===== src/rtl/score_board_if.sv =====
// -----------------------------------------------------------------------------
// score_board_if
// Bundles the game-state inputs and the score/display outputs of the match
// scoreboard so the block connects to the game controller and display through a
// single port.
//
// Signals
//   i_state        [1:0]  game state; 2'd2 = round over.
//   i_who_wins     [1:0]  round result: 0 none, 1 player 1, 2 player 2, 3 draw.
//   i_clear               one-cycle pulse that starts a new match.
//   o_p1_score     [3:0]  player 1 round wins.
//   o_p2_score     [3:0]  player 2 round wins.
//   o_match_over          high once a player has taken the match.
//   o_match_winner [1:0]  0 none, 1 player 1, 2 player 2.
//   o_hex0         [6:0]  player 1 digit, active-low, bit0=a .. bit6=g.
//   o_hex1         [6:0]  player 2 digit, same encoding.
//   o_led          [1:0]  bit0 = player 1 won, bit1 = player 2 won.
//
// Modports
//   master : the side that drives game state and reads the scoreboard.
//   slave  : the scoreboard itself.
// -----------------------------------------------------------------------------
interface score_board_if;
    logic [1:0] i_state;
    logic [1:0] i_who_wins;
    logic       i_clear;
    logic [3:0] o_p1_score;
    logic [3:0] o_p2_score;
    logic       o_match_over;
    logic [1:0] o_match_winner;
    logic [6:0] o_hex0;
    logic [6:0] o_hex1;
    logic [1:0] o_led;

    modport master (
        output i_state, i_who_wins, i_clear,
        input  o_p1_score, o_p2_score, o_match_over, o_match_winner,
        input  o_hex0, o_hex1, o_led
    );

    modport slave (
        input  i_state, i_who_wins, i_clear,
        output o_p1_score, o_p2_score, o_match_over, o_match_winner,
        output o_hex0, o_hex1, o_led
    );
endinterface


===== src/rtl/score_board.sv =====
// -----------------------------------------------------------------------------
// score_board
// Best-of match scoreboard that sits downstream of the game-state controller.
// It detects the rising edge of the "round over" state, credits the round
// winner, and declares the match once a player reaches WIN_ROUNDS wins. Scores
// are shown on two seven-segment digits and the match result on two LEDs.
//
// Ports
//   clk   25 MHz game clock.
//   rst   synchronous, active-high reset.
//   bus   score_board_if.slave (game-state inputs, score/display outputs).
//
// Parameters
//   WIN_ROUNDS  round wins needed to take the match (1..9).
//   BLINK_DIV   clk cycles per blink half-period; only used with SCORE_BLINK_EN.
//
// Build option
//   SCORE_BLINK_EN  when defined, the winner's digit blinks after the match is
//                   decided; when undefined, all digits are steady.
// -----------------------------------------------------------------------------
module score_board #(
    parameter int WIN_ROUNDS = 3,
    parameter int BLINK_DIV  = 12500000
) (
    input  logic          clk,
    input  logic          rst,
    score_board_if.slave  bus
);

    // Reject configurations the single-digit display cannot show.
    if (WIN_ROUNDS < 1 || WIN_ROUNDS > 9) begin : g_bad_win_rounds
        $error("score_board: WIN_ROUNDS must be in 1..9");
    end
    if (BLINK_DIV < 1) begin : g_bad_blink_div
        $error("score_board: BLINK_DIV must be at least 1");
    end

    localparam logic [3:0] WIN_CNT    = 4'(WIN_ROUNDS);
    localparam logic [1:0] ST_OVER    = 2'd2;
    localparam logic [1:0] WHO_P1     = 2'd1;
    localparam logic [1:0] WHO_P2     = 2'd2;
    localparam logic [6:0] SEG_BLANK  = 7'h7F;

    typedef enum logic {
        S_PLAY,
        S_MATCH
    } state_t;

    // -------------------------------------------------------------------------
    // Active-low seven-segment decode; anything outside 0..9 shows blank.
    // -------------------------------------------------------------------------
    function automatic logic [6:0] seg7(input logic [3:0] digit);
        case (digit)
            4'd0:    seg7 = 7'h40;
            4'd1:    seg7 = 7'h79;
            4'd2:    seg7 = 7'h24;
            4'd3:    seg7 = 7'h30;
            4'd4:    seg7 = 7'h19;
            4'd5:    seg7 = 7'h12;
            4'd6:    seg7 = 7'h02;
            4'd7:    seg7 = 7'h78;
            4'd8:    seg7 = 7'h00;
            4'd9:    seg7 = 7'h10;
            default: seg7 = SEG_BLANK;
        endcase
    endfunction

    // -------------------------------------------------------------------------
    // Registered state and its next-state values
    // -------------------------------------------------------------------------
    state_t     state,      state_n;
    logic [3:0] p1_score,   p1_score_n;
    logic [3:0] p2_score,   p2_score_n;
    logic [1:0] winner,     winner_n;
    logic [1:0] prev_state;
    logic       round_end;

    // A round is counted once, on the cycle the controller enters "round over".
    // prev_state resets to the "over" code so a reset held while the game sits
    // in that state cannot produce a spurious round.
    assign round_end = (bus.i_state == ST_OVER) && (prev_state != ST_OVER);

    always_ff @(posedge clk) begin
        if (rst) begin
            state      <= S_PLAY;
            prev_state <= ST_OVER;
            p1_score   <= '0;
            p2_score   <= '0;
            winner     <= '0;
        end else begin
            // NOTE: state registers use non-blocking assignment so every flop
            // samples the pre-edge values, independent of statement order.
            state      <= state_n;
            prev_state <= bus.i_state;
            p1_score   <= p1_score_n;
            p2_score   <= p2_score_n;
            winner     <= winner_n;
        end
    end

    // -------------------------------------------------------------------------
    // Next-state logic. Clear has priority over a coincident round end, which
    // is simply dropped; prev_state still tracks i_state so that round is not
    // counted later either.
    // -------------------------------------------------------------------------
    always_comb begin
        // NOTE: every output of this block is given a default first, so no
        // path can leave a value unassigned and infer a latch.
        state_n    = state;
        p1_score_n = p1_score;
        p2_score_n = p2_score;
        winner_n   = winner;

        if (bus.i_clear) begin
            state_n    = S_PLAY;
            p1_score_n = '0;
            p2_score_n = '0;
            winner_n   = '0;
        end else begin
            case (state)
                S_PLAY: begin
                    if (round_end) begin
                        // Scores stay below WIN_CNT while playing, so the
                        // increment can never pass WIN_CNT or wrap.
                        if (bus.i_who_wins == WHO_P1) begin
                            p1_score_n = p1_score + 4'd1;
                            if (p1_score_n == WIN_CNT) begin
                                state_n  = S_MATCH;
                                winner_n = WHO_P1;
                            end
                        end else if (bus.i_who_wins == WHO_P2) begin
                            p2_score_n = p2_score + 4'd1;
                            if (p2_score_n == WIN_CNT) begin
                                state_n  = S_MATCH;
                                winner_n = WHO_P2;
                            end
                        end
                        // No winner or a draw leaves everything unchanged.
                    end
                end
                S_MATCH: begin
                    // Match decided: scores frozen until the next clear.
                end
                default: begin
                    state_n = S_PLAY;
                end
            endcase
        end
    end

    // -------------------------------------------------------------------------
    // Winner-digit blink
    // -------------------------------------------------------------------------
    logic blink_off;

`ifdef SCORE_BLINK_EN
    logic [31:0] blink_cnt;
    logic        blink_phase;   // 1 = digit shown, 0 = digit blanked

    // Counter and phase are parked at (0, shown) outside S_MATCH, so the first
    // cycle of a decided match always starts a full "shown" half-period.
    always_ff @(posedge clk) begin
        if (rst || state != S_MATCH) begin
            blink_cnt   <= '0;
            blink_phase <= 1'b1;
        end else if (blink_cnt == 32'(BLINK_DIV - 1)) begin
            blink_cnt   <= '0;
            blink_phase <= ~blink_phase;
        end else begin
            blink_cnt   <= blink_cnt + 32'd1;
        end
    end

    assign blink_off = (state == S_MATCH) && !blink_phase;
`else
    assign blink_off = 1'b0;
`endif

    // -------------------------------------------------------------------------
    // Outputs: decodes of registered state only, so they move together with the
    // scores one cycle after the round end.
    // -------------------------------------------------------------------------
    assign bus.o_p1_score     = p1_score;
    assign bus.o_p2_score     = p2_score;
    assign bus.o_match_over   = (state == S_MATCH);
    assign bus.o_match_winner = winner;
    assign bus.o_led          = {winner == WHO_P2, winner == WHO_P1};
    assign bus.o_hex0         = (blink_off && winner == WHO_P1) ? SEG_BLANK
                                                                : seg7(p1_score);
    assign bus.o_hex1         = (blink_off && winner == WHO_P2) ? SEG_BLANK
                                                                : seg7(p2_score);

endmodule


===== src/flat_wrapper.sv =====
// flat-port wrapper written by rule: the top's interface ports become plain ports
module score_board_flat 
#(
    parameter int WIN_ROUNDS = 3,
    parameter int BLINK_DIV  = 12500000
)
  (clk, rst, bus_i_state, bus_i_who_wins, bus_i_clear, bus_o_p1_score, bus_o_p2_score, bus_o_match_over, bus_o_match_winner, bus_o_hex0, bus_o_hex1, bus_o_led);
  score_board_if bus_i ();
  input  logic clk;
  input  logic rst;
  input wire logic [$bits(bus_i.i_state)-1:0] bus_i_state;
  input wire logic [$bits(bus_i.i_who_wins)-1:0] bus_i_who_wins;
  input wire logic [$bits(bus_i.i_clear)-1:0] bus_i_clear;
  output wire logic [$bits(bus_i.o_p1_score)-1:0] bus_o_p1_score;
  output wire logic [$bits(bus_i.o_p2_score)-1:0] bus_o_p2_score;
  output wire logic [$bits(bus_i.o_match_over)-1:0] bus_o_match_over;
  output wire logic [$bits(bus_i.o_match_winner)-1:0] bus_o_match_winner;
  output wire logic [$bits(bus_i.o_hex0)-1:0] bus_o_hex0;
  output wire logic [$bits(bus_i.o_hex1)-1:0] bus_o_hex1;
  output wire logic [$bits(bus_i.o_led)-1:0] bus_o_led;
  assign bus_i.i_state = bus_i_state;
  assign bus_i.i_who_wins = bus_i_who_wins;
  assign bus_i.i_clear = bus_i_clear;
  assign bus_o_p1_score = bus_i.o_p1_score;
  assign bus_o_p2_score = bus_i.o_p2_score;
  assign bus_o_match_over = bus_i.o_match_over;
  assign bus_o_match_winner = bus_i.o_match_winner;
  assign bus_o_hex0 = bus_i.o_hex0;
  assign bus_o_hex1 = bus_i.o_hex1;
  assign bus_o_led = bus_i.o_led;
  score_board #(.WIN_ROUNDS(WIN_ROUNDS), .BLINK_DIV(BLINK_DIV)) u_core (.clk(clk), .rst(rst), .bus(bus_i));
endmodule

===== config.mk =====
export PLATFORM = sky130hd
export DESIGN_NAME = score_board_flat
export DESIGN_NICKNAME = d
export VERILOG_FILES = /design/src/rtl/score_board_if.sv /design/src/rtl/score_board.sv /design/src/flat_wrapper.sv
export SDC_FILE = /design/constraint.sdc
export NUM_CORES = 1
export LEC_CHECK = 0
export CORE_MARGIN = 3
export CORE_UTILIZATION = 50
export DETAILED_ROUTE_END_ITERATION = 8
export GPL_TIMING_DRIVEN = 0
export PLACE_DENSITY = 0.79
export SYNTH_ARGS = -nofsm -noshare
export SYNTH_HDL_FRONTEND = slang
export SYNTH_SLANG_ARGS = --single-unit

===== constraint.sdc =====
create_clock -name clk -period 2.7 [get_ports clk]
set_input_delay 0.405 -clock clk [delete_from_list [all_inputs] [get_ports clk]]
set_output_delay 0.405 -clock clk [all_outputs]
set_load 0.02 [all_outputs]

==> flow_summary.toml, run 1 <==
[sta]
rsz0062_at_grt = "false"
finalCritPeriodShare_pct = 94.8
worst_slew_pin_slew_ps = 528
setup_viol = 0
tns_ps = 0
slew_viol_final = 0
holdWs_ps = 500
fin_skew_ps = 5.27
slew_headroom_pct = 64.6
finalHoldViolations = 0
fin_crit_ps = 2560
setup_ws_ps = 141
clock.fmax_mhz = 391

[clock_network]
clkTransAtPathRegs_ps = 140
numCtsBuffers = 3
clockRootBuffer = "clkbuf_4"
cts_hold_buf = 0
htreeDepth = 1
clock_path_buffers = 2
clock_latency_ps = 320
cts_tree = "built"
numClockSinks = 27
cts_setup_buffers = 0

[synth]
ys_seq_area_share_pct = 33.8
yosysWarnings = 0
ys_seq_elements = 27
synth_top_area_share_pct = 33.8
post-synth-top-area-cell = "dfxtp_1"
synth_cells = 162
syn_area_mm2 = 0.00160
syn_nets = 185
synth.area.top_cells = "dfxtp_1 (34%), mux2i_1 (14%), ha_1 (13%)"
syn_area_per_cell_um2 = 9.87
ys_types = 45

[place]
dp_cells = 237
place_area_mm2 = 0.00198
io_buffers = 33
post-place-ws_ps = -346
dp_hpwl_um = 2530
gp_congestion = 0.871

[flow_run]
drv_cap = 0

[global_routing]
grt.overflow.total = 0
track_usage_pct = 17.2
grt_pass1_wl_um = 5600
grt_max_degree = 15
grt_pass1_vias = 1284
antenna_found_initial = 0

[power]
pwr-share-clk_pct = 27.4
power_density_mw_per_mm2 = 316
pwr-share-comb_pct = 9.4
switchingPower_uw = 153
p_int_uw = 485
power_uw = 639
p_sw_share_pct = 24.0
pwr-share-seq_pct = 63.2
p_leak_nw = 0.890
peakVddDrop_uv = 464

[setup_path]
end_kind = "flop"
crit_path_top_delay_cell = "clkdlybuf4s50_1"
r2r-end = "u_core.bus.o_hex1[4]"
r2r-start = "u_core.bus.o_match_over"
crit_top_cell = "ha_1"
required_ps = 2930
cp-start-kind = "primary input"
worst-path-buf-inv = 2
cpPeakStageDelay_ps = 500
rr_worst_depth = 6
regToRegSetupSlack_ps = 650
cp_top_family = "multiplexers"
critPathKind = "in -> reg"
worstPathCellList = "clkdlybuf4s50_1 > inv_1 > ha_1 > nor3b_2 > and3_1 > mux2i_4 > ha_1 > mux2i_1 > mux2_4"
cp.arrival_ps = 2790
crit_fanout = 6

[floorplan]
std_cell_rows = 19
core_area_mm2 = 0.00290
initial_core_util_pct = 55.1
die-height_um = 62.6
die_w_um = 62.6
io_pins = 34
die_area_mm2 = 0.00391

[min_path]
whs_path_depth = 2
hold_end = "u_core.bus.o_match_winner[0]"
holdCritPathClass = "reg -> reg"
min_from = "u_core.bus.o_match_winner[0]"

[drt]
drcViolationCount = 0
drt_first_pass_iters = 4
routed_wl_um = 3380
routed_via_density = 5.35
wl_per_cell_um = 14.0
drt-initial-drc-count = 79
ant_nets = 0
num_vias = 1289

[finish]
utilization_pct = 69.7
drive_gt1_share_pct = 10.1
antenna_cells = 0
nets = 223
layoutNonFillerInstCount = 241
fill_cells = 233
area_delta_synth_final_pct = 26.4
final_area_mm2 = 0.00202

[outcome]
outcome = "completed"
flip-flops by register name (all words and copies together), names as in the netlist:
name                       cells
u_core.bus.o_match_winner      2
u_core.bus.o_p1_score          4
u_core.bus.o_p2_score          4
u_core.bus.o_hex1              7
u_core.prev_state              2
u_core.bus.o_hex0              7
u_core.bus.o_match_over        1
routing by layer:
| metal | track usage, % | part of all wire (%) | vias up |
|---|---|---|---|
| met4 | 4.96 | 1.3 | 0 |
| met1 | 19.0 | 40 | 602 |
| li1 | - | - | 640 |
| met2 | 32.0 | 52 | 41 |
| met5 | 0 | 0 | - |
| met3 | 4.68 | 6.3 | 6 |
kinds of logic (layout without fill, tap and decap cells):
family          count (synthesis)  after routing  share of synthesized area (%)
fa+ha+maj                      16             16                           12.5
mux                            23             23                           14.7
xor+xnor                        2              2                           1.10
compound gates                 21             21                           9.78
simple gates                   54             54                           22.6
buf+inv                        19             56                           5.48
flops                          27             27                           33.8
worst reg2reg max path: stages, from the launching register on:
cell	delay (ps)
dfxtp_1	390
nor3b_2	300
and3_1	330
mux2i_4	370
ha_1	230
mux2i_1	70
mux2_4	270
worst max-delay path by stage:
| stage | from | endpoint | slack, ps | cells after the start |
|---|---|---|---|---|
| 5_1_grt | bus_i_who_wins[1] | u_core.bus.o_hex1[3] | 70 | 10 |
| 3_3_place_gp | bus_i_who_wins[1] | u_core.bus.o_hex1[4] | -220 | 9 |
| 4_1_cts | bus_i_who_wins[1] | u_core.bus.o_hex1[4] | 20 | 9 |
| 6_report | bus_i_who_wins[1] | u_core.bus.o_hex1[4] | 140 | 9 |
| 3_5_place_dp | bus_i_who_wins[1] | u_core.bus.o_hex1[4] | -350 | 9 |
| 2_1_floorplan | bus_i_who_wins[1] | u_core.bus.o_hex1[4] | 510 | 8 |
Yosys cell counts:
library cell,count
nor4b_1,1
nor2b_1,4
o22ai_1,2
a22o_1,2
and2b_4,1
nor2_8,1
nor3_1,4
nor2_4,1
mux2_4,1
and3_1,1
a211oi_1,2
dfxtp_1,27
nand2b_2,1
mux2i_1,22
inv_1,15
xnor2_1,2
nor2_1,8
a21boi_0,1
buf_2,1
o21ai_0,2
buf_4,2
and3b_1,1
buf_6,1
or2_2,1
nand4b_1,1
and4_1,2
o31ai_1,2
ha_1,16
nor4_2,1
or2_1,1
a31oi_1,2
o2bb2ai_1,2
and2b_1,1
a211oi_2,2
nand3_1,4
nor4b_4,1
nand4_1,1
nand2b_1,2
nand2_1,8
o31a_1,1
a21oi_1,3
nor3b_2,1
and2_4,1
or3b_1,1
and2_1,5
power by group through the flow:
stage	logic, mW	clock network, mW	registers, mW
floorplan	0.0322	0	0.415
global placement	0.0549	0	0.412
detailed placement	0.0574	0	0.412
CTS	0.0577	0.178	0.404
global route	0.0638	0.201	0.404
finish	0.0600	0.175	0.404
what timing repair did:
action	4_1_cts	5_1_grt
endpoints found under the hold margin	0	0
gates resized for setup	0	2
endpoints found under the setup margin	0	5
area by class of cell:
type                            instances  area (um2)  area share [%]
Multi-Input combinational cell        116         983            48.7
Sequential cell                        27         541            26.7
Timing Repair Buffer                   33         330            16.3
Inverter                               15        56.3            2.79
Tap cell                               42        52.6            2.60
Buffer                                  4        31.3            1.55
Clock buffer                            4        26.3            1.30
cell usage in the layout, fill, tap and decap left out, drive strengths merged, types with 3 or more instances in the layout:
cell	Yosys	final
buf	4	4
nand2b	3	3
nor2	10	10
nand2	8	8
a21oi	3	3
and2	6	6
clkbuf	0	4
nand3	4	4
nor3	4	4
mux2i	22	22
dfxtp	27	27
inv	15	15
clkdlybuf4s50	0	33
ha	16	16
nor2b	4	4
a211oi	4	4
Power figures use the tool's default switching activity.
==> inputs of run 2 (changes only) <==
Settings changed: RECOVER_POWER set to 50.
==> flow_summary.toml, run 2 (synthesis results as in run 1) <==
[clock_network]
htreeDepth = 1
clkTransAtPathRegs_ps = 140
clockRootBuffer = "clkbuf_4"
clock_latency_ps = 320
clock_path_buffers = 2
cts_setup_buffers = 0
numCtsBuffers = 3
cts_tree = "built"
cts_hold_buf = 0
numClockSinks = 27

[sta]
finalHoldViolations = 0
setup_viol = 0
slew_headroom_pct = 53.5
slew_viol_final = 0
rsz0062_at_grt = "false"
fin_crit_ps = 2560
finalCritPeriodShare_pct = 94.9
clock.fmax_mhz = 390
setup_ws_ps = 137
fin_skew_ps = 3.70
worst_slew_pin_slew_ps = 695

[finish]
nets = 223
drive_gt1_share_pct = 9.55
final_area_mm2 = 0.00201
antenna_cells = 0
layout_common_cells = "dfxtp_1 (27), dlygate4sd3_1 (22), mux2i_1 (21)"
final_common_cell = "dfxtp_1"
area_delta_synth_final_pct = 25.9

[floorplan]
io_pins = 34
die-height_um = 62.6
initial_core_util_pct = 55.1
core_area_mm2 = 0.00290
die_area_mm2 = 0.00391
std_cell_rows = 19
die_w_um = 62.6

[place]
dp_hpwl_um = 2530
gp_congestion = 0.871
post-place-ws_ps = -346
io_buffers = 33
place_area_mm2 = 0.00198

[setup_path]
required_ps = 2930
cpPeakStageDelay_ps = 510
worstPathCellList = "clkdlybuf4s50_1 > inv_1 > ha_1 > nor3b_2 > and3_1 > mux2i_4 > ha_1 > mux2i_1 > mux2_4"
crit_path_top_delay_cell = "clkdlybuf4s50_1"
critPathKind = "in -> reg"
crit_fanout = 6
crit_top_cell = "ha_1"
end_kind = "flop"
cp.arrival_ps = 2790
cp-start-kind = "primary input"

[global_routing]
track_usage_pct = 17.2
grt_pass1_vias = 1284
grt.overflow.total = 0
grt_max_degree = 15
grt_pass1_wl_um = 5600
antenna_found_initial = 0

[drt]
drt_first_pass_iters = 4
wl_per_cell_um = 14.0
num_vias = 1290
drt-initial-drc-count = 81
routed_wl_um = 3360
drcViolationCount = 0
ant_nets = 0
routed_via_density = 5.35

[min_path]
holdCritPathClass = "reg -> reg"

[power]
peakVddDrop_uv = 458
power_density_mw_per_mm2 = 315
p_leak_nw = 0.948

[outcome]
outcome = "completed"

[flow_run]
drv_cap = 0
-- run 2: changes by cell type in the layout (fill, tap and decap cells not counted), sizes merged --
cell           change
clkdlybuf4s50     -22
dlygate4sd3       +22
-- run 2: final timing paths --
check,from,to,slack [ps],cells past startpoint
worst max-delay path,bus_i_who_wins[1],u_core.bus.o_hex1[4],140,9
worst min-delay path,u_core.bus.o_match_winner[0],u_core.bus.o_match_winner[0],490,2
worst max register to register,u_core.bus.o_match_over,u_core.bus.o_hex1[4],650,6
worst min register to register,u_core.bus.o_match_winner[0],u_core.bus.o_match_winner[0],490,2
-- run 2: report_power, final --
group          switching, mW  internal, mW  leakage (nW)
Clock                  0.115        0.0579        0.0150
Sequential           0.00166         0.402         0.218
Combinational         0.0339        0.0244         0.715
Total                  0.151         0.484         0.948
-- run 2: worst max-delay path, delay by kind of cell --
kind | cells | cell delay, ps
buf+inv | 2 | 570
simple gates | 2 | 650
mux | 3 | 710
fa+ha+maj | 2 | 470
-- run 2: repair_timing --
action | CTS | global route
setup endpoints to repair | 0 | 5
gates resized for setup | 0 | 2
hold endpoints to repair | 0 | 0
-- run 2: cell type report --
class	instances	area, um2
multi-input combinational	116	976
fill	235	887
sequential	27	541
timing repair buffer	33	330
inverter	15	56.3
tap	42	52.6
buffer	4	31.3
clock buffer	4	26.3
-- run 2: per-layer routing --
layer,global-route usage (%),wire [um]
met3,4.68,196
met5,0,0
met4,4.96,44
met2,32.0,1760
met1,19.0,1370
-- run 2: per-stage QoR --
| stage | utilization [%] | setup TNS, ps | total power, mW | cells | hold WS (ps) |
|---|---|---|---|---|---|
| after detailed placement | 68.3 | -1780 | 0.470 | 237 | 479 |
| after global routing | 69.4 | 0 | 0.668 | 241 | 546 |
| after floorplan | - | 0 | 0.447 | 162 | 477 |
| final | 69.4 | 0 | 0.635 | 241 | 494 |
| after CTS | 69.2 | 0 | 0.639 | 241 | 498 |
| after global placement | 68.3 | -891 | 0.467 | 237 | 471 |
==> inputs of run 3 (changes only) <==
Settings changed: CORE_UTILIZATION 50 to 54, PLACE_DENSITY 0.79 to 0.84, RECOVER_POWER 50 to 25, SETUP_SLACK_MARGIN set to 0.15.
Clock period 2.7 ns to 3.05 ns, I/O delays scaled along.
==> flow_summary.toml, run 3 (synthesis results as in run 1) <==
[finish]
layoutNonFillerInstCount = 230
antenna_cells = 0
final_area_mm2 = 0.00200
drive_gt1_share_pct = 10.6
nets = 223
final_common_cell = "dfxtp_1"
layout_common_cells = "dfxtp_1 (27), clkdlybuf4s50_1 (22), mux2i_1 (21)"
area_delta_synth_final_pct = 25.2

[setup_path]
worstPathCellList = "dlygate4sd3_1 > ha_1 > nor3b_2 > and3_1 > mux2i_2 > ha_1 > mux2i_1 > mux2_4"
crit_top_cell = "ha_1"
cp.arrival_ps = 2960
cp-start-kind = "primary input"
end_kind = "flop"
cpPeakStageDelay_ps = 560
regToRegSetupSlack_ps = 920
required_ps = 3280
crit_fanout = 6
critPathKind = "in -> reg"
crit_path_top_delay_cell = "dlygate4sd3_1"
cp_top_family = "multiplexers"
worst-path-buf-inv = 1

[place]
dp_hpwl_um = 2490
io_buffers = 33
place_area_mm2 = 0.00197
gp_congestion = 0.796
dp_cells = 226

[drt]
ant_nets = 0
routed_wl_um = 3320
num_vias = 1288
wl_per_cell_um = 14.5
drt_first_pass_iters = 4
routed_via_density = 5.60
drcViolationCount = 0
drt-initial-drc-count = 51

[global_routing]
grt_util_met3_pct = 3.83
use_met1_pct = 23.3
grt_pass1_vias = 1237
grtUsageMet2_pct = 33.0
grt.overflow.total = 0
antenna_found_initial = 0
grt_pass1_wl_um = 5350
grt-busiest-layer = "met2"
track_usage_pct = 19.0
grt_max_degree = 17

[sta]
finalHoldViolations = 0
fin_crit_ps = 2730
tns_ps = 0
rsz0062_at_grt = "false"
slew_headroom_pct = 67.2
fin_skew_ps = 7.33
slew_viol_final = 0
clock.fmax_mhz = 367
finalCritPeriodShare_pct = 89.4
setup_viol = 0
worst_slew_pin_slew_ps = 490

[floorplan]
core_area_mm2 = 0.00278
die-height_um = 60.4
initial_core_util_pct = 57.5
die_area_mm2 = 0.00365
die_w_um = 60.4
std_cell_rows = 19
io_pins = 34

[clock_network]
clkTransAtPathRegs_ps = 150
htreeDepth = 1
clockRootBuffer = "clkbuf_4"
clock_path_buffers = 2
cts_setup_buffers = 0
numClockSinks = 27
cts_tree = "built"
numCtsBuffers = 3
clock_latency_ps = 320

[power]
power_uw = 567
p_leak_nw = 0.910
power_density_mw_per_mm2 = 283
peakVddDrop_uv = 306

[min_path]
holdCritPathClass = "reg -> reg"

[outcome]
outcome = "completed"

[flow_run]
drv_cap = 0
[run 3: changes by cell type in the layout (fill, tap and decap cells not counted)]
cell,change
clkbuf_1,-1
clkdlybuf4s50_1,+11
clkinvlp_4,+1
dlygate4sd3_1,-11
mux2i_2,+1
mux2i_4,-1
nor2_1,-1
nor2_4,+1
[run 3: where the power goes]
group / internal (mW) / switching (mW) / total (mW)
Sequential: 0.356 / 0.00149 / 0.357
Clock: 0.0501 / 0.108 / 0.158
Combinational: 0.0214 / 0.0298 / 0.0512
Total: 0.427 / 0.140 / 0.567
[run 3: timing repair]
item | in CTS | in global routing
endpoints found under the setup margin | 0 | 4
gates resized for setup | 0 | 1
hold buffers | 0 | 0
[run 3: final cells by class]
class | instances | area (um2)
timing repair buffer | 33 | 330
fill | 214 | 779
clock inverter | 1 | 7.51
inverter | 15 | 56.3
sequential | 27 | 541
tap | 31 | 38.8
clock buffer | 3 | 22.5
multi-input combinational | 116 | 975
buffer | 4 | 31.3
[run 3: worst reg2reg max path, delay by kind of cell (launching register included)]
kind | cells | cell delay (ps)
mux | 3 | 780
simple gates | 2 | 610
fa+ha+maj | 1 | 240
flops | 1 | 400
[run 3: per-layer routing]
layer  vias to the layer above  wire length [um]
li1                        636                 -
met1                       602              1450
met2                        45              1660
met3                         5               177
met4                         0                33
met5                         -                 0
[run 3: metrics by stage]
stage,utilization (%),hold WS [ps],setup slack (ps)
after global placement,70.8,468,53.1
after detailed placement,70.8,485,-81.9
after CTS,71.8,506,272
after floorplan,-,529,810
after global routing,72.0,519,140
final,72.0,506,323
[run 3: path summary, 6_finish.rpt]
kind,start,to,depth (start not counted)
setup / recovery,bus_i_who_wins[0],u_core.bus.o_hex1[4],8
hold / removal,u_core.bus.o_match_winner[0],u_core.bus.o_match_winner[0],2
setup reg to reg,u_core.bus.o_match_over,u_core.bus.o_hex1[4],6
hold reg to reg,u_core.bus.o_match_winner[0],u_core.bus.o_match_winner[0],2
